`config.mk`:
```
export PLATFORM = sky130hd
export DESIGN_NAME = cpu_sequencer
export DESIGN_NICKNAME = d
export VERILOG_FILES = /design/src/rtl/cpu_sequencer.sv
export SDC_FILE = /design/constraint.sdc
export NUM_CORES = 1
export LEC_CHECK = 0
export CAP_MARGIN = 40
export CORE_ASPECT_RATIO = 1.2
export CORE_UTILIZATION = 38
export CTS_BUF_LIST = sky130_fd_sc_hd__clkbuf_2 sky130_fd_sc_hd__clkbuf_4 sky130_fd_sc_hd__clkbuf_8
export DETAILED_ROUTE_END_ITERATION = 8
export GPL_ROUTABILITY_DRIVEN = 1
export GPL_TIMING_DRIVEN = 1
export PLACE_DENSITY_LB_ADDON = 0.12
export SLEW_MARGIN = 20
export SYNTH_ARGS = -nofsm -noshare
export SYNTH_HDL_FRONTEND = slang
export SYNTH_SLANG_ARGS = --single-unit
```
`constraint.sdc`:
```
create_clock -name clk -period 1.7 [get_ports clk]
set_input_delay 0.425 -clock clk [delete_from_list [all_inputs] [get_ports clk]]
set_output_delay 0.425 -clock clk [all_outputs]
set_load 0.01 [all_outputs]
```
`src/rtl/cpu_sequencer.sv`:
```
// cpu_sequencer: multi-cycle instruction sequencer for a small CPU.
//   Walks FETCH -> DECODE -> EXEC -> (MULW x2) -> WB, owns pc, ir and the
//   status flags, and emits one-cycle reg_we / retire strobes in WB.
// Ports:
//   clk, rst          clock, async active-high reset
//   run               fetch enable (sampled only in FETCH)
//   imem_req/addr     instruction fetch request / address (= pc)
//   imem_ready/rdata  fetch handshake and instruction word
//   ir                latched instruction to the control unit
//   load_pc/_val      branch taken / target from the control unit
//   reg_write_enable  control unit says the instruction writes a register
//   alu_zero/alu_neg  ALU flags, captured by CMP in WB
//   status_reg        {6'b0, NEG, EQ}
//   pc                program counter
//   reg_we, retire    one-cycle strobes in WB
//   halted, state     HALT indicator and debug state code
module cpu_sequencer (
  input  logic        clk,
  input  logic        rst,
  input  logic        run,
  output logic        imem_req,
  output logic [11:0] imem_addr,
  input  logic        imem_ready,
  input  logic [15:0] imem_rdata,
  output logic [15:0] ir,
  input  logic        load_pc,
  input  logic [11:0] load_pc_val,
  input  logic        reg_write_enable,
  input  logic        alu_zero,
  input  logic        alu_neg,
  output logic [7:0]  status_reg,
  output logic [11:0] pc,
  output logic        reg_we,
  output logic        retire,
  output logic        halted,
  output logic [2:0]  state
);

  typedef enum logic [2:0] {
    S_FETCH  = 3'd0,
    S_DECODE = 3'd1,
    S_EXEC   = 3'd2,
    S_MULW   = 3'd3,
    S_WB     = 3'd4,
    S_HALT   = 3'd5
  } state_e;

  localparam logic [3:0] OP_MUL = 4'b0011;
  localparam logic [3:0] OP_CMP = 4'b1010;
  localparam logic [3:0] OP_HLT = 4'b1111;

  state_e      state_q, state_d;
  logic [11:0] pc_q, pc_d;
  logic [15:0] ir_q, ir_d;
  logic [1:0]  stat_q, stat_d;   // {NEG, EQ}
  logic [1:0]  cnt_q, cnt_d;
  logic [3:0]  opcode;

  assign opcode     = ir_q[15:12];
  assign imem_addr  = pc_q;
  assign pc         = pc_q;
  assign ir         = ir_q;
  assign status_reg = {6'b0, stat_q};
  assign state      = state_q;

  always_ff @(posedge clk or posedge rst) begin
    if (rst) begin
      state_q <= S_FETCH;
      pc_q    <= 12'h000;
      ir_q    <= 16'h0000;
      stat_q  <= 2'b00;
      cnt_q   <= 2'd0;
    end else begin
      state_q <= state_d;
      pc_q    <= pc_d;
      ir_q    <= ir_d;
      stat_q  <= stat_d;
      cnt_q   <= cnt_d;
    end
  end

  always_comb begin
    state_d  = state_q;
    pc_d     = pc_q;
    ir_d     = ir_q;
    stat_d   = stat_q;
    cnt_d    = cnt_q;
    imem_req = 1'b0;
    reg_we   = 1'b0;
    retire   = 1'b0;
    halted   = 1'b0;
    case (state_q)
      S_FETCH: begin
        imem_req = run;
        if (run && imem_ready) begin
          ir_d    = imem_rdata;
          state_d = S_DECODE;
        end
      end
      // One idle cycle so control-unit outputs derived from ir settle.
      S_DECODE: state_d = S_EXEC;
      S_EXEC: begin
        if (opcode == OP_MUL) begin
          cnt_d   = 2'd2;
          state_d = S_MULW;
        end else begin
          state_d = S_WB;
        end
      end
      S_MULW: begin
        cnt_d = cnt_q - 2'd1;
        // Leave once the count reaches zero; <= also guards a stray 0.
        if (cnt_q <= 2'd1) state_d = S_WB;
      end
      S_WB: begin
        reg_we = reg_write_enable;
        retire = 1'b1;
        pc_d   = load_pc ? load_pc_val : pc_q + 12'd1;
        if (opcode == OP_CMP) stat_d = {alu_neg, alu_zero};
        state_d = (opcode == OP_HLT) ? S_HALT : S_FETCH;
      end
      S_HALT:  halted = 1'b1;
      default: state_d = S_FETCH;
    endcase
  end

endmodule

```
Yosys cells after proc, flatten, opt, wreduce, memory -nomap -nowiden
Cells that the tools add are included.

storage, ports and cells
  flip-flop bits (word level) = 35
  bits in latches = 0
  bits in writable memories = 0
  ROM bits = 0
  bits of input ports = 36
  output and inout port bits = 55
  word-level logic and storage cells = 39
  memories = 0

operators by class
  $add $sub $neg = 2
  $mul = 0
  div/mod/pow operators = 0
  order comparisons = 1
  equality and inequality tests = 11
  shifts and indexed selects = 0
  muxes and demuxes = 12
  bitwise logic cells = 1
  reduce and logical (&&, ||, !) cells = 7

operators with widths
  kind                     count
  $pmux W3 S6              1
  $add A12 B1 Y12 const B  1
  $mux W12                 1
  $mux W3                  4
  $eq A4 B4 Y1 const B     2
  $eq A3 B2 Y1 const B     2
  $eq A3 B3 Y1 const B     2
  $ne A2 B2 Y1 const B     3
  $reduce_and A2 Y1        3
  $eq A4 B2 Y1 const B     1
  $mux W1                  4
  $pmux W2 S2              1
  $eq A3 B1 Y1 const B     1
  $logic_not A3 Y1         1
  $reduce_and A3 Y1        1
  $le A2 B1 Y1 const B     1
  $mux W2                  1
  $reduce_bool A2 Y1       1
  $sub A2 B1 Y2 const B    1
  $logic_and A1 B1 Y1      1
  $not A1 Y1               1

Logic depth before layout (Yosys ltp)
Gate-level depths: netlist (run 1).

  depth after elaboration = 3
  depth in mapped cells = 8
  gate-level depth less buffers = 6

Worst setup path after synthesis (run 1)
Ideal clock, no wire load.

  path type = flip-flop to output port
  start point = register state_q[2], in the netlist state[2]
  end point = output reg_we
  data arrival time = 1.415 ns
  required time = 1.275 ns
  slack = -0.140 ns
  stages on the path, launching flop included = 7
  buffers on the path = 3
  cell sequence = dfrtp_1 -> buf_6 -> or3b_1 -> buf_6 -> inv_6 -> buf_4 -> and2_1

on the way
  longest elaborated chain between the ends = 2

RTL lines
  item                    line  RTL
  start, declared         52    state_e state_q, state_d;
  start signal, assigned  74    state_q <= state_d;
  $eq A3 B3 Y1            92    case (state_q)
  $mux W1                 92
  end, declared           33    output logic reg_we,

Every way passes these cells.

Worst setup path in the final report (run 1)
  start point = register state_q[0], in the netlist state[0]
  end point = output reg_we

Same word-level chain as after synthesis.

==> flow_summary_export.csv, run 1 <==
group,metric,value,unit
timing,clock-skew-final,0.002359,ns
yosys,synth_top_cell_by_area,"sky130_fd_sc_hd__dfrtp_1",
finish,final.fill_count,427,
setup_path,critPathLaunchType,"flip-flop",
grt,grt_pass1_wl,7.369,mm
pwr,power.combinational.fraction,56.5,%
run,maxCapViolCount,0,
clock_network,clk_pin_slew_worst_paths,0.07,ns
yosys,ys_seq_elements,35,
finish,layout.cell_area.non_filler,3022,um2
floorplanning,floorplan_row_count,28,
floorplanning,die-area,5391,um2
floorplanning,core_region_area,4905,um2
pwr,clock_power_share,11.9,%
clock_network,largest_buffer_count_on_any_clock_path,2,
timing,setup_viol_count_final,2,
floorplanning,die_y,80.23,um
setup_path,ff2ff_path_depth,4,
floorplanning,fp.dieW,67.20,um
setup_path,worst_ep_required_time,1.27,ns
floorplanning,initial_utilization,39.52,%
yosys,synth-edff-count,0,
yosys,yosys.area.top_type_share,45.19,%
grt,global_route.usage.met3,6.250,%
clock_network,clk_latency,0.27,ns
setup_path,critPathMaxFanout,3,
finish,combined_area_of_the_multi_input_logic_cells,862.1,um2
detailed_routing,postRouteWirelength,4.541,mm
finish,nNetsFinal,318,
timing,setup_slack,-0.06877,ns
placed_design,post_placement_cell_area,2791,um2
setup_path,reg2reg_to,"imem_addr[9]$_DFFE_PP0P_",
timing,slew_viol_final,0,
finish,antenna_diode_count,0,
worst_hold_path,hp-class,"in -> async",
pwr,ir_drop,0.8871,mV
detailed_routing,post_drt_wl_per_cell,13.36,um
finish,number_of_standard_cells_in_the_final_layout_excluding_fillers,340,
pwr,seq_power_share,31.5,%
pwr,switching_power,1.725,mW
outcome,failed_checks,"negative setup slack",
grt,groute.layer.met1.usage,21.10,%
yosys,synthArstFlopShare,100.0,%
yosys,post_synth.cell_area_avg,10.59,um2
setup_path,timing.critical_path.to,"reg_we",
grt,grt_max_degree,24,
detailed_routing,num_vias,1710,
finish,layout-drive-gt1-share,26.07,%
grt,grt.met2_usage,30.30,%
yosys,yosysMostFrequentCell,"sky130_fd_sc_hd__dfrtp_1",
pwr,total_leakage_power,1.410,nW
timing,post-route-min-period,1.769,ns
pwr,sw_frac_of_total,34.79,%
timing,fmax,0.5654,GHz
setup_path,timing.critical_path.to_type,"primary output",
yosys,ys_seq_area_share,45.19,%
finish,synthToLayoutAreaGrowth,55.91,%
yosys,synthTopCellsByCount,"35 x sky130_fd_sc_hd__dfrtp_1, 19 x sky130_fd_sc_hd__buf_4, 16 x sky130_fd_sc_hd__mux2_2, 16 x sky130_fd_sc_hd__o21ai_0",
yosys,synth_area_leaders,"sky130_fd_sc_hd__dfrtp_1 45%, sky130_fd_sc_hd__mux2_2 9.3%, sky130_fd_sc_hd__buf_4 7.4%, sky130_fd_sc_hd__o21ai_0 4.1%, sky130_fd_sc_hd__a21oi_1 2.3%",
grt,first_global_vias,1645,
placed_design,place_ws,-0.4283,ns
yosys,syn-instance-count,183,
setup_path,worstPathArrival,1.34,ns
placed_design,place.gp.congestion,0.7686,
timing,rsz_0062_raised_after_global_routing,"yes",
detailed_routing,first_pass_iters,4,
finish,postLayoutCoreUtil,61.61,%
grt,grtUsageTotal,18.08,%
clock_network,cts.htree.levels,2,
yosys,yosys.cell_types.count,46,
detailed_routing,drt_iter0_markers,67,
outcome,status,"finished with violations",
placed_design,portBuffers,84,
timing,timing.final.hold_violations,0,
timing,finalCritPeriodShare,104.0,%
clock_network,clock-root-buffer,"sky130_fd_sc_hd__clkbuf_8",
clock_network,cts_tree,"done",
grt,routing_layer_with_the_top_usage_in_global_route,"met2",
setup_path,critical_path_class,"reg -> out",
detailed_routing,viasPerCell,5.029,
grt,antenna_found_initial,0,
clock_network,cts_inserted_buffers,5,
setup_path,crit_path_start,"state[0]$_DFFE_PP0P_",
yosys,synth.cell_area,1938,um2
clock_network,cts.sink_count,35,
pwr,internal_power,3.233,mW
setup_path,crit-reg2reg-launch,"state[0]$_DFFE_PP0P_",
floorplanning,pin_count,91,
detailed_routing,ant_nets,0,
finish,register_area,882.1,um2
yosys,synth_top_flop_cell,"sky130_fd_sc_hd__dfrtp_1",
yosys,yosys_synthesis_warning_count,0,
detailed_routing,route.detailed.drc,0,
placed_design,dp.final_hpwl,3.297,mm
placed_design,place.detailed.instances,318,
setup_path,reg2reg_slack,-0.05,ns
grt,grt_remaining_overflow,0,
pwr,power_density,1641,nW/um2
pwr,power.total,4.958,mW
metrics by stage:
stage,TNS [ns],hold slack (ns)
3_3_place_gp,-3.299,0.4753
5_1_grt,-0.3789,0.4754
3_5_place_dp,-3.885,0.4768
6_report,-0.1187,0.4563
4_1_cts,-0.1874,0.4520
2_1_floorplan,-0.09157,0.4573
worst min-delay path by stage:
| stage | startpoint | endpoint | slack (ns) | cells after the start |
|---|---|---|---|---|
| floorplan | cnt_q[0]$_DFFE_PP0P_ | cnt_q[0]$_DFFE_PP0P_ | 0.46 | 1 |
| global route | rst | imem_addr[10]$_DFFE_PP0P_ | 0.48 | 3 |
| global placement | cnt_q[0]$_DFFE_PP0P_ | cnt_q[0]$_DFFE_PP0P_ | 0.48 | 1 |
| CTS | rst | ir[4]$_DFFE_PP0P_ | 0.45 | 3 |
| detailed placement | cnt_q[0]$_DFFE_PP0P_ | cnt_q[0]$_DFFE_PP0P_ | 0.48 | 1 |
| finish | rst | imem_addr[10]$_DFFE_PP0P_ | 0.46 | 3 |
flip-flops by register name (all words and copies together), names as in the netlist:
register and flops:
ir 16, imem_addr 12, state 3, cnt_q 2, stat_q 2
critical path: stages (launching register included):
cell,delay [ns]
sky130_fd_sc_hd__dfrtp_1,0.38
sky130_fd_sc_hd__or3b_4,0.42
sky130_fd_sc_hd__clkinv_4,0.06
sky130_fd_sc_hd__and2_4,0.12
sky130_fd_sc_hd__buf_6,0.09
logic make-up after synthesis:
| logic type | Yosys count | synth area share (%) |
|---|---|---|
| muxes | 20 | 11.88 |
| other | 1 | 0.1935 |
| buffers and inverters | 34 | 11.94 |
| AOI/OAI and AO/OA | 44 | 14.33 |
| and+or+nand+nor | 47 | 15.17 |
| adders and majority gates | 2 | 1.291 |
| DFF | 35 | 45.19 |
power groups by stage:
stage | Combinational, mW | Clock, mW | Sequential [mW]
2_1_floorplan | 1.16 | 0 | 1.78
3_3_place_gp | 2.50 | 0 | 1.65
3_5_place_dp | 2.53 | 0 | 1.66
4_1_cts | 2.76 | 0.620 | 1.58
5_1_grt | 3.04 | 0.651 | 1.62
6_report | 2.80 | 0.592 | 1.56
layout make-up:
| cell class | instances | share of cell area [%] |
|---|---|---|
| Timing Repair Buffer | 113 | 35.98 |
| Sequential cell | 35 | 29.19 |
| Multi-Input combinational cell | 119 | 28.53 |
| Clock buffer | 6 | 2.733 |
| Tap cell | 60 | 2.484 |
| Inverter | 6 | 0.9110 |
| Clock inverter | 1 | 0.1656 |
repair_timing:
item | in CTS | in global routing
buffers inserted | 10 | 5
hold buffers | 0 | 0
gates resized for setup | 26 | 17
pin swaps | 1 | 0
setup endpoints to repair | 27 | 22
routing by layer:
metal / wire, um / vias up
li1: - / 833
met1: 1888 / 801
met2: 2232 / 72
met3: 372 / 4
met4: 47 / 0
met5: 0 / -
layout by cell type, fill, tap and decap left out, types with 4 or more instances in the layout:
cell type                         netlist  layout
sky130_fd_sc_hd__buf_4                 19      29
sky130_fd_sc_hd__clkbuf_8               0       6
sky130_fd_sc_hd__a21oi_1                9       9
sky130_fd_sc_hd__o21ai_0               16      16
sky130_fd_sc_hd__dfrtp_2                0       5
sky130_fd_sc_hd__inv_1                  5       5
sky130_fd_sc_hd__conb_1                 1       6
sky130_fd_sc_hd__dlygate4sd2_1          0       4
sky130_fd_sc_hd__a31oi_1                5       5
sky130_fd_sc_hd__dlymetal6s2s_1         0      13
sky130_fd_sc_hd__nor2_1                 7       7
sky130_fd_sc_hd__nand2_1                9       9
sky130_fd_sc_hd__clkdlybuf4s50_1        0      63
sky130_fd_sc_hd__dfrtp_1               35      30
sky130_fd_sc_hd__nand3_1                7       6
sky130_fd_sc_hd__mux2_2                16      16
sky130_fd_sc_hd__nor3_1                 4       4
Note: power is estimated with default switching activity, not from simulation.
==> run 2: changes to the inputs <==
--- a/config.mk
+++ b/config.mk
@@ -6,14 +6,14 @@
 export NUM_CORES = 1
 export LEC_CHECK = 0
 export CAP_MARGIN = 40
-export CORE_ASPECT_RATIO = 1.2
+export CORE_ASPECT_RATIO = 0.75
+export CORE_MARGIN = 3
 export CORE_UTILIZATION = 38
 export CTS_BUF_LIST = sky130_fd_sc_hd__clkbuf_2 sky130_fd_sc_hd__clkbuf_4 sky130_fd_sc_hd__clkbuf_8
 export DETAILED_ROUTE_END_ITERATION = 8
 export GPL_ROUTABILITY_DRIVEN = 1
 export GPL_TIMING_DRIVEN = 1
 export PLACE_DENSITY_LB_ADDON = 0.12
-export SLEW_MARGIN = 20
 export SYNTH_ARGS = -nofsm -noshare
 export SYNTH_HDL_FRONTEND = slang
 export SYNTH_SLANG_ARGS = --single-unit
==> run 2 against run 1 <==
Effect of this change: the flow still finishes with violations (negative setup slack); clock skew up 0.0018 ns; flip-flop and latch count unchanged; count of clock-buffer cells in the layout stayed put; total power up 5.7%; routed wire length increased by 11%; non-clock buffer count up 6; largest cell class unchanged; highest routed layer unchanged.
==> flow_summary_export.csv, run 2 (synthesized netlist as in run 1, its figures left out) <==
group,metric,value,unit
outcome,status,"finished with violations",
outcome,failed_checks,"negative setup slack",
setup_path,crit_path_top_delay_cell,"sky130_fd_sc_hd__or3b_4",
setup_path,critical-path-top-delay-family,"simple AND/OR/NAND/NOR gates",
setup_path,timing.critical_path.to_type,"primary output",
setup_path,crit_path_max_incr_delay,0.42,ns
setup_path,worstPathArrival,1.38,ns
timing,post-route-min-period,1.802,ns
finish,antenna_diode_count,0,
placed_design,portBuffers,84,
placed_design,place_ws,-0.4156,ns
placed_design,place.detailed.instances,318,
worst_hold_path,hp-class,"in -> async",
placed_design,place.gp.congestion,0.7966,
floorplanning,pin_count,91,
detailed_routing,post_drt_wl_per_cell,14.62,um
finish,mostFrequentLayoutCells,"62 x sky130_fd_sc_hd__clkdlybuf4s50_1, 29 x sky130_fd_sc_hd__buf_4, 26 x sky130_fd_sc_hd__dfrtp_1",
timing,finalHoldWorstSlack,0.4782,ns
detailed_routing,postRouteWirelength,5.029,mm
timing,setup_viol_count_final,3,
grt,antenna_found_initial,0,
grt,grt_remaining_overflow,0,
detailed_routing,viasPerCell,5.076,
detailed_routing,first_pass_iters,4,
floorplanning,fp.dieW,88.47,um
timing,setup_slack,-0.1017,ns
finish,nNetsFinal,324,
detailed_routing,ant_nets,0,
setup_path,critical_path_class,"reg -> out",
placed_design,dp.final_hpwl,3.517,mm
finish,synthToLayoutAreaGrowth,61.59,%
setup_path,worst_ep_required_time,1.27,ns
clock_network,cts_tree,"done",
finish,largest_register_ffs,16,
grt,grt_pass1_wl,7.617,mm
setup_path,critPathBufInv,2,
clock_network,cts.htree.levels,2,
clock_network,cts_inserted_buffers,5,
grt,first_global_vias,1573,
detailed_routing,num_vias,1746,
floorplanning,floorplan_row_count,21,
floorplanning,core_region_area,4677,um2
floorplanning,die_y,67.85,um
finish,number_of_standard_cells_in_the_final_layout_excluding_fillers,344,
timing,rsz_0062_raised_after_global_routing,"yes",
timing,timing.final.hold_violations,0,
setup_path,worstPathCellList,"or3b_4 > clkinv_4 > and2_4 > buf_6",
clock_network,clk_latency,0.28,ns
floorplanning,die-area,6002,um2
pwr,total_leakage_power,1.472,nW
finish,mostFrequentLayoutCell,"sky130_fd_sc_hd__clkdlybuf4s50_1",
timing,slew_viol_final,0,
clock_network,largest_buffer_count_on_any_clock_path,2,
finish,layout-drive-gt1-share,29.27,%
grt,grt_max_degree,36,
pwr,power.total,5.240,mW
setup_path,critPathLaunchType,"flip-flop",
timing,finalCritPeriodShare,106.0,%
clock_network,cts.sink_count,35,
clock_network,cts_hold_buffers,0,
run,maxCapViolCount,0,
pwr,ir_drop,0.7925,mV
pwr,power_density,1673,nW/um2
timing,clock-skew-final,0.004172,ns
floorplanning,initial_utilization,41.44,%
detailed_routing,route.detailed.drc,0,
timing,fmax,0.5550,GHz
grt,grtUsageTotal,16.49,%
clock_network,clock-root-buffer,"sky130_fd_sc_hd__clkbuf_8",
setup_path,critPathMaxFanout,3,
clock_network,clk_pin_slew_worst_paths,0.07,ns
detailed_routing,drt_iter0_markers,63,
-- run 2: changes by cell type in the layout (fill, tap and decap cells not counted), moves of 2 or more --
cell / change
sky130_fd_sc_hd__buf_6: +2
sky130_fd_sc_hd__dfrtp_2: +4
sky130_fd_sc_hd__dlygate4sd2_1: +4
sky130_fd_sc_hd__dfrtp_1: -4
sky130_fd_sc_hd__dlymetal6s2s_1: -3
-- run 2: worst register-to-register path, cell delays in order (launching register included) --
cell and delay, ns:
sky130_fd_sc_hd__dfrtp_1 0.39, sky130_fd_sc_hd__or3b_4 0.43, sky130_fd_sc_hd__buf_4 0.21, sky130_fd_sc_hd__or4_1 0.51
sky130_fd_sc_hd__o311a_1 0.12
-- run 2: final timing paths --
kind                            cells past startpoint            startpoint  slack, ns                        to
worst max register to register                      4  state[1]$_DFFE_PP0P_      -0.07  imem_addr[9]$_DFFE_PP0P_
max in group asynchronous                           3                   rst       1.02  imem_addr[7]$_DFFE_PP0P_
worst max-delay path                                4  state[1]$_DFFE_PP0P_      -0.10                    reg_we
worst min register to register                      1  cnt_q[0]$_DFFE_PP0P_       0.48      cnt_q[0]$_DFFE_PP0P_
min in group clk                                    1  cnt_q[0]$_DFFE_PP0P_       0.48      cnt_q[0]$_DFFE_PP0P_
worst min-delay path                                3                   rst       0.48         ir[3]$_DFFE_PP0P_
-- run 2: report_power, final --
group	internal, mW	switching (mW)
logic	1.70	1.19
registers	1.26	0.313
clock network	0.475	0.298
total	3.44	1.80
-- run 2: stage by stage --
stage          area (um2)   TNS, ns  utilization (%)
2_1_floorplan        1966  -0.09157                -
3_3_place_gp         2823    -3.476            60.35
3_5_place_dp         2823    -3.777            60.35
4_1_cts              3010   -0.2600            64.37
5_1_grt              3132   -0.3387            66.96
6_report             3132   -0.1798            66.96
-- run 2: final cells by class --
class	count	area, um2
Fill cell	400	1545
Timing Repair Buffer	119	1151
Sequential cell	35	887.1
Multi-Input combinational cell	119	877.1
Clock buffer	6	82.58
Tap cell	57	71.32
Clock inverter	2	35.03
Inverter	6	27.53
-- run 2: metal layers --
layer / global-route usage, % / wire [um] / share of wire, %
met5: 0 / 0 / 0
met4: 3.396 / 19 / 0.38
met3: 6.378 / 457 / 9.1
met2: 24.91 / 2311 / 46
met1: 22.60 / 2241 / 45
-- run 2: repair_timing --
| action | CTS | global route |
|---|---|---|
| pin swaps | 1 | 2 |
| endpoints found under the hold margin | 0 | 0 |
| setup endpoints to repair | 29 | 28 |
| cloned | 0 | 1 |
| resized for setup | 36 | 16 |
| setup buffers | 9 | 10 |
==> run 3: changes to the inputs <==
--- a/config.mk
+++ b/config.mk
@@ -8,7 +8,7 @@
 export CAP_MARGIN = 40
 export CORE_ASPECT_RATIO = 0.75
 export CORE_MARGIN = 3
-export CORE_UTILIZATION = 38
+export CORE_UTILIZATION = 41
 export CTS_BUF_LIST = sky130_fd_sc_hd__clkbuf_2 sky130_fd_sc_hd__clkbuf_4 sky130_fd_sc_hd__clkbuf_8
 export DETAILED_ROUTE_END_ITERATION = 8
 export GPL_ROUTABILITY_DRIVEN = 1
==> constraint.sdc (replaced) <==
create_clock -name clk -period 2 [get_ports clk]
set_input_delay 0.5 -clock clk [delete_from_list [all_inputs] [get_ports clk]]
set_output_delay 0.5 -clock clk [all_outputs]
set_load 0.01 [all_outputs]
==> run 3 against run 2 <==
Effect of this change: the flow now finishes without violations; total power decreased by 24%; routed wire length decreased by 8.4%; via count decreased by 6.5%; register-to-register slack improved by 0.29 ns; sequential share of layout area increased by 2.7 points; non-clock buffer count decreased by 25; global-route usage increased by 0.19 points; first-iteration DRC count increased by 32%; flip-flop and latch count unchanged; worst setup slack improved by 0.18 ns; core utilization decreased by 1.4 points; critical endpoint is now retire; largest power group unchanged.
==> flow_summary_export.csv, run 3 (synthesized netlist as in run 1, its figures left out) <==
group,metric,value,unit
outcome,status,"finished, final reports clean",
setup_path,critical-path-top-delay-family,"simple AND/OR/NAND/NOR gates",
timing,post-route-min-period,1.923,ns
setup_path,reg2reg_slack,0.22,ns
worst_hold_path,hold_path_depth,1,
clock_network,cts_hold_buffers,0,
grt,first_global_vias,1462,
grt,grt_pass1_wl,7.431,mm
setup_path,timing.critical_path.to_type,"primary output",
detailed_routing,postRouteWirelength,4.606,mm
worst_hold_path,hp-class,"reg -> reg",
setup_path,worstPathArrival,1.42,ns
clock_network,largest_buffer_count_on_any_clock_path,2,
detailed_routing,first_pass_iters,4,
finish,mostFrequentLayoutCells,"79 x sky130_fd_sc_hd__clkdlybuf4s50_1, 35 x sky130_fd_sc_hd__dfrtp_1, 16 x sky130_fd_sc_hd__mux2_2, 16 x sky130_fd_sc_hd__o21ai_0, 10 x sky130_fd_sc_hd__buf_4",
pwr,power.total,3.990,mW
floorplanning,core_region_area,4304,um2
setup_path,ff2ff_path_depth,6,
clock_network,clock-root-buffer,"sky130_fd_sc_hd__clkbuf_8",
pwr,power_density,1415,nW/um2
setup_path,reg2reg_to,"ir[3]$_DFFE_PP0P_",
finish,final.fill_count,381,
finish,postLayoutCoreUtil,65.52,%
setup_path,crit-reg2reg-launch,"state[0]$_DFFE_PP0P_",
detailed_routing,viasPerCell,5.148,
finish,synthToLayoutAreaGrowth,45.51,%
detailed_routing,post_drt_wl_per_cell,14.53,um
setup_path,critPathBufInv,2,
timing,finalHoldWorstSlack,0.4830,ns
finish,mostFrequentLayoutCell,"sky130_fd_sc_hd__clkdlybuf4s50_1",
setup_path,worstPathCellList,"or3b_4 > inv_6 > dlygate4sd2_1",
finish,number_of_standard_cells_in_the_final_layout_excluding_fillers,317,
clock_network,clk_pin_slew_worst_paths,0.07,ns
setup_path,critPathLaunchType,"flip-flop",
grt,grt_max_degree,27,
grt,grtUsageTotal,16.68,%
finish,antenna_diode_count,0,
clock_network,cts_inserted_buffers,5,
floorplanning,pin_count,91,
detailed_routing,num_vias,1632,
clock_network,cts_tree,"done",
timing,finalCritPeriodShare,96.15,%
setup_path,crit_path_max_incr_delay,0.43,ns
clock_network,clk_latency,0.28,ns
setup_path,worst_ep_required_time,1.50,ns
floorplanning,die-area,5597,um2
grt,grt_remaining_overflow,0,
setup_path,critical_path_class,"reg -> out",
setup_path,critPathMaxFanout,3,
timing,clock-skew-final,0.008116,ns
floorplanning,initial_utilization,45.03,%
placed_design,place.gp.congestion,0.7642,
timing,fmax,0.5200,GHz
placed_design,dp.final_hpwl,3.517,mm
run,maxCapViolCount,0,
detailed_routing,ant_nets,0,
finish,layout-drive-gt1-share,17.18,%
finish,nNetsFinal,299,
floorplanning,die_y,65.55,um
placed_design,place.detailed.instances,308,
floorplanning,floorplan_row_count,20,
pwr,total_leakage_power,1.210,nW
detailed_routing,drt_iter0_markers,83,
clock_network,cts.sink_count,35,
worst_hold_path,hold_start,"cnt_q[0]$_DFFE_PP0P_",
timing,slew_viol_final,0,
timing,setup_viol_count_final,0,
grt,antenna_found_initial,0,
setup_path,crit_path_top_delay_cell,"sky130_fd_sc_hd__or3b_4",
detailed_routing,route.detailed.drc,0,
finish,largest_register_ffs,16,
timing,timing.final.hold_violations,0,
worst_hold_path,hold_path_end,"cnt_q[0]$_DFFE_PP0P_",
placed_design,portBuffers,84,
pwr,ir_drop,0.8651,mV
floorplanning,fp.dieW,85.39,um
clock_network,cts.htree.levels,2,
run 3: cell types whose count changed in the layout (fill, tap and decap cells not counted), moves of 2 or more:
cell	change
sky130_fd_sc_hd__dfrtp_2	-9
sky130_fd_sc_hd__buf_6	-3
sky130_fd_sc_hd__dlygate4sd2_1	-7
sky130_fd_sc_hd__clkbuf_4	+2
sky130_fd_sc_hd__buf_2	-2
sky130_fd_sc_hd__clkdlybuf4s50_1	+17
sky130_fd_sc_hd__dfrtp_1	+9
sky130_fd_sc_hd__buf_4	-19
sky130_fd_sc_hd__buf_12	-2
sky130_fd_sc_hd__dlymetal6s2s_1	-9
run 3: layout make-up:
type | instances | area, um2 | area share (%)
clock inverter | 1 | 5.005 | 0.1775
multi-input combinational | 119 | 852.1 | 30.21
inverter | 6 | 27.53 | 0.9760
clock buffer | 7 | 83.83 | 2.972
sequential | 35 | 875.8 | 31.06
timing repair buffer | 94 | 907.1 | 32.17
tap | 55 | 68.82 | 2.440
run 3: where the power goes:
group	switching (mW)	total, mW	internal (mW)
Sequential	0.364	1.42	1.05
Clock	0.241	0.513	0.271
Combinational	0.815	2.06	1.25
Total	1.42	3.99	2.57
run 3: stage by stage:
stage	setup TNS, ns	instance area, um2	setup WS, ns
after floorplan	0	1957	0.08456
after global placement	-1.120	2730	-0.2507
after detailed placement	-1.650	2730	-0.2920
after CTS	-0.0008157	2820	-0.0008157
after global routing	-0.01276	2820	-0.01276
final	0	2820	0.07699
run 3: what timing repair did:
item / CTS / global route
resized for setup: 8 / 4
cloned: 0 / 0
pin swaps: 0 / 1
setup endpoints to repair: 4 / 2
buffers inserted: 0 / 1
run 3: worst max path at each step:
| stage | start | to | slack [ns] | cells after the start |
|---|---|---|---|---|
| floorplan | state[2]$_DFFE_PP0P_ | reg_we | 0.08 | 6 |
| CTS | state[1]$_DFFE_PP0P_ | reg_we | -0.0008 | 4 |
| detailed placement | run | imem_req | -0.29 | 3 |
| global route | state[0]$_DFFE_PP0P_ | halted | -0.01 | 5 |
| finish | state[0]$_DFFE_PP0P_ | retire | 0.08 | 3 |
| global placement | run | imem_req | -0.25 | 3 |
run 3: layer usage:
layer	share of wire, %	wire (um)	global-route usage (%)
met2	47	2148	25.48
met1	45	2085	23.76
met5	0	0	0
met4	0.37	17	2.964
met3	7.7	355	4.762
==> patch (settings of run 1) <==
Put a register stage on the output `status_reg`, without a reset. The value now appears one clock later. The other outputs are not delayed to match.
--- a/src/rtl/cpu_sequencer.sv
+++ b/src/rtl/cpu_sequencer.sv
@@ -61,5 +61,7 @@
   assign pc         = pc_q;
   assign ir         = ir_q;
-  assign status_reg = {6'b0, stat_q};
+  always_ff @(posedge clk) begin
+    status_reg <= {6'b0, stat_q};
+  end
   assign state      = state_q;
 
Check against the original RTL: not equivalent (a bounded check fails within 10 cycles, from zero or initial values and one cycle with rst high).
==> patch against run 1 <==
The run still ends with negative setup slack left; area after synthesis is 0.45% higher; global-route usage grew 0.18 points; wire length rose by 5.5%; sequential cell count is 2 higher; cell area rose by 2.0%; sequential power grew 4%; hold slack worse by 77 ps; worst setup slack worse by 52 ps; power up 0.51%; synthesized cell count rose by 6.0%; largest cell class unchanged.
==> patch: results (changes against run 1) <==
Worst setup path
  • Crit path DAT: 1400 ps (was 1340 ps)
  • Max FO, Critical Path: 3 (unchanged)
  • Max stage delay on crit path: 430 ps
  • Slowest CP cell: or3b_4 (unchanged)

Global routing
  • Largest net degree at the start of global routing: 36 (was 24)
  • Vias in the first global route: 1,610 (was 1,645)
  • Total track usage: 18.3% (was 18.1%)
  • First-pass GRT wire length: 7.42 mm (was 7.37 mm)
  • Initial antenna violation count: 0 (unchanged)

Min path
  • HP Class: reg -> reg (was in -> async)

Finish
  • Nets: 325 (was 318)
  • Layout cells sized above 1: 23.6% (was 26.1%)
  • Max FFs per register: 16 (unchanged)
  • Ant diodes: 0 (unchanged)

STA
  • Worst Skew: 6.08 ps (was 2.36 ps)
  • Final WS setup: -121 ps (was -68.8 ps)
  • Final Hold Fails: 0 (unchanged)
  • Final setup viols: 5 (was 2)

Pwr
  • Switching Share: 35.0% (was 34.8%)
  • Leak Pwr: 1.39 nW (was 1.41 nW)
  • Peak VDD IR: 0.805 mV (was 0.887 mV)

Yosys
  • Seq/Total Area, Yosys: 47.0% (was 45.2%)
  • Synth Area in Adders: 1.29% (about the same)
  • Post-synthesis mux area share: 11.8% (was 11.9%)
  • Area contributors post-synth: dfrtp_1, mux2_2, buf_4 (unchanged)
  • Post-synth ARST share: 94.6% (was 100%)
  • Synth unique cells: 43 (was 46)
  • Synth Area in Compound Gates: 13.8% (was 14.3%)
  • Synth cell count leaders: dfrtp_1, buf_4, mux2_2, nor2_1, nand2_1 (was dfrtp_1, buf_4, mux2_2, o21ai_0)
  • Post-synthesis xor/xnor area fraction: 0% (unchanged)
  • Ys Warns: 0 (unchanged)
  • Top FF cell, synth: dfrtp_1 (unchanged)

Placed design
  • Port buffer count: 84 (unchanged)
  • DP Worst Slack: -287 ps (was -428 ps)
  • DP HPWL: 3.38 mm (was 3.30 mm)
  • Final Wtd Congestion: 0.778 (was 0.769)

Detailed routing
  • WL/cell: 13.8 microns (was 13.4 microns)
  • First drt pass iteration count: 4 (unchanged)
  • Drt first-iter violations: 127 (was 67)
  • Via count: 1,764 (was 1,710)

Outcome
  • Violated checks: negative setup slack (unchanged)
  • Status: finished, violations left (unchanged)

Clock network
  • CTS Buf Count: 5 (unchanged)
  • Clk slew on worst S/H paths: 70 ps (about the same)
  • Clock latency on the worst-skew pair: 290 ps (was 270 ps)
  • Max clock buf depth: 2 (unchanged)
  • Root Driver: clkbuf_8 (unchanged)
  • CTS H-tree lvls: 2 (unchanged)
## patch: cell types whose count changed in the layout (fill, tap and decap cells not counted), sizes merged, moves of 3 or more
cell	delta
nor2	+7
nor3	+3
buf	-6
nor2b	+3
inv	+3
o21ai	-5
o2bb2ai	+4
## patch: critical path, delay by kind of cell, from the launching register on
kind | cells | cell delay, ps
buffers and inverters | 2 | 170
flip-flops | 1 | 380
AND/OR/NAND/NOR | 2 | 560
## patch: metal layers
layer / routed length [microns] / GRT usage [%] / vias to the layer above / part of all wire (%)
met1: 1980 / 21.3 / 842 / 41
met4: 69 / 8.09 / 0 / 1.4
met3: 252 / 3.98 / 7 / 5.3
li1: - / - / 854 / -
met5: 0 / 0 / - / 0
met2: 2490 / 31.3 / 61 / 52
## patch: worst paths after layout
| path | end | startpoint | slack, ps | cells after the start |
|---|---|---|---|---|
| setup / recovery | reg_we | state[1]$_DFFE_PP0P_ | -120 | 4 |
| hold reg to reg | status_reg[0]$_DFF_P_ | stat_q[0]$_DFFE_PP0P_ | 380 | 0 |
| hold / removal | status_reg[0]$_DFF_P_ | stat_q[0]$_DFFE_PP0P_ | 380 | 0 |
| setup reg to reg | stat_q[1]$_DFFE_PP0P_ | state[1]$_DFFE_PP0P_ | -120 | 4 |
| max in group asynchronous | imem_addr[2]$_DFFE_PP0P_ | rst | 1020 | 3 |
| min in group asynchronous | ir[3]$_DFFE_PP0P_ | rst | 480 | 3 |
## patch: area by class of cell
| type | instances | area, sq um |
|---|---|---|
| fill | 437 | 1860 |
| timing repair buffer | 108 | 1090 |
| sequential | 37 | 921 |
| multi-input combinational | 127 | 877 |
| clock buffer | 6 | 76.3 |
| tap | 60 | 75.1 |
| inverter | 8 | 32.5 |
| clock inverter | 2 | 10.0 |
## patch: per-stage QoR
step	utilization [%]	setup TNS, ps	cell area, sq um	hold WS [ps]	instances
after floorplan	-	-250	1990	347	199
final	62.4	-465	3080	379	348
after global routing	62.4	-701	3080	399	348
after detailed placement	57.5	-2970	2840	365	328
after CTS	61.1	-529	3020	378	346
after global placement	57.5	-2570	2840	368	328
## patch: cells by family after synthesis
group,count (synthesis)
DFF,37
AOI/OAI and AO/OA,41
buffers and inverters,35
and+or+nand+nor,58
other,1
muxes,20
adders and majority gates,2
## patch: repair_timing
item,in CTS,in global routing
buffers inserted,10,2
pin swaps,1,0
gates resized for setup,32,16
setup endpoints to repair,30,22
## patch: power by group through the flow
| stage | clock network [mW] | registers, mW | logic [mW] |
|---|---|---|---|
| 2_1_floorplan | 0 | 1.84 | 1.14 |
| 3_3_place_gp | 0 | 1.69 | 2.49 |
| 3_5_place_dp | 0 | 1.71 | 2.52 |
| 4_1_cts | 0.633 | 1.63 | 2.76 |
| 5_1_grt | 0.659 | 1.68 | 3.01 |
| 6_report | 0.602 | 1.62 | 2.76 |
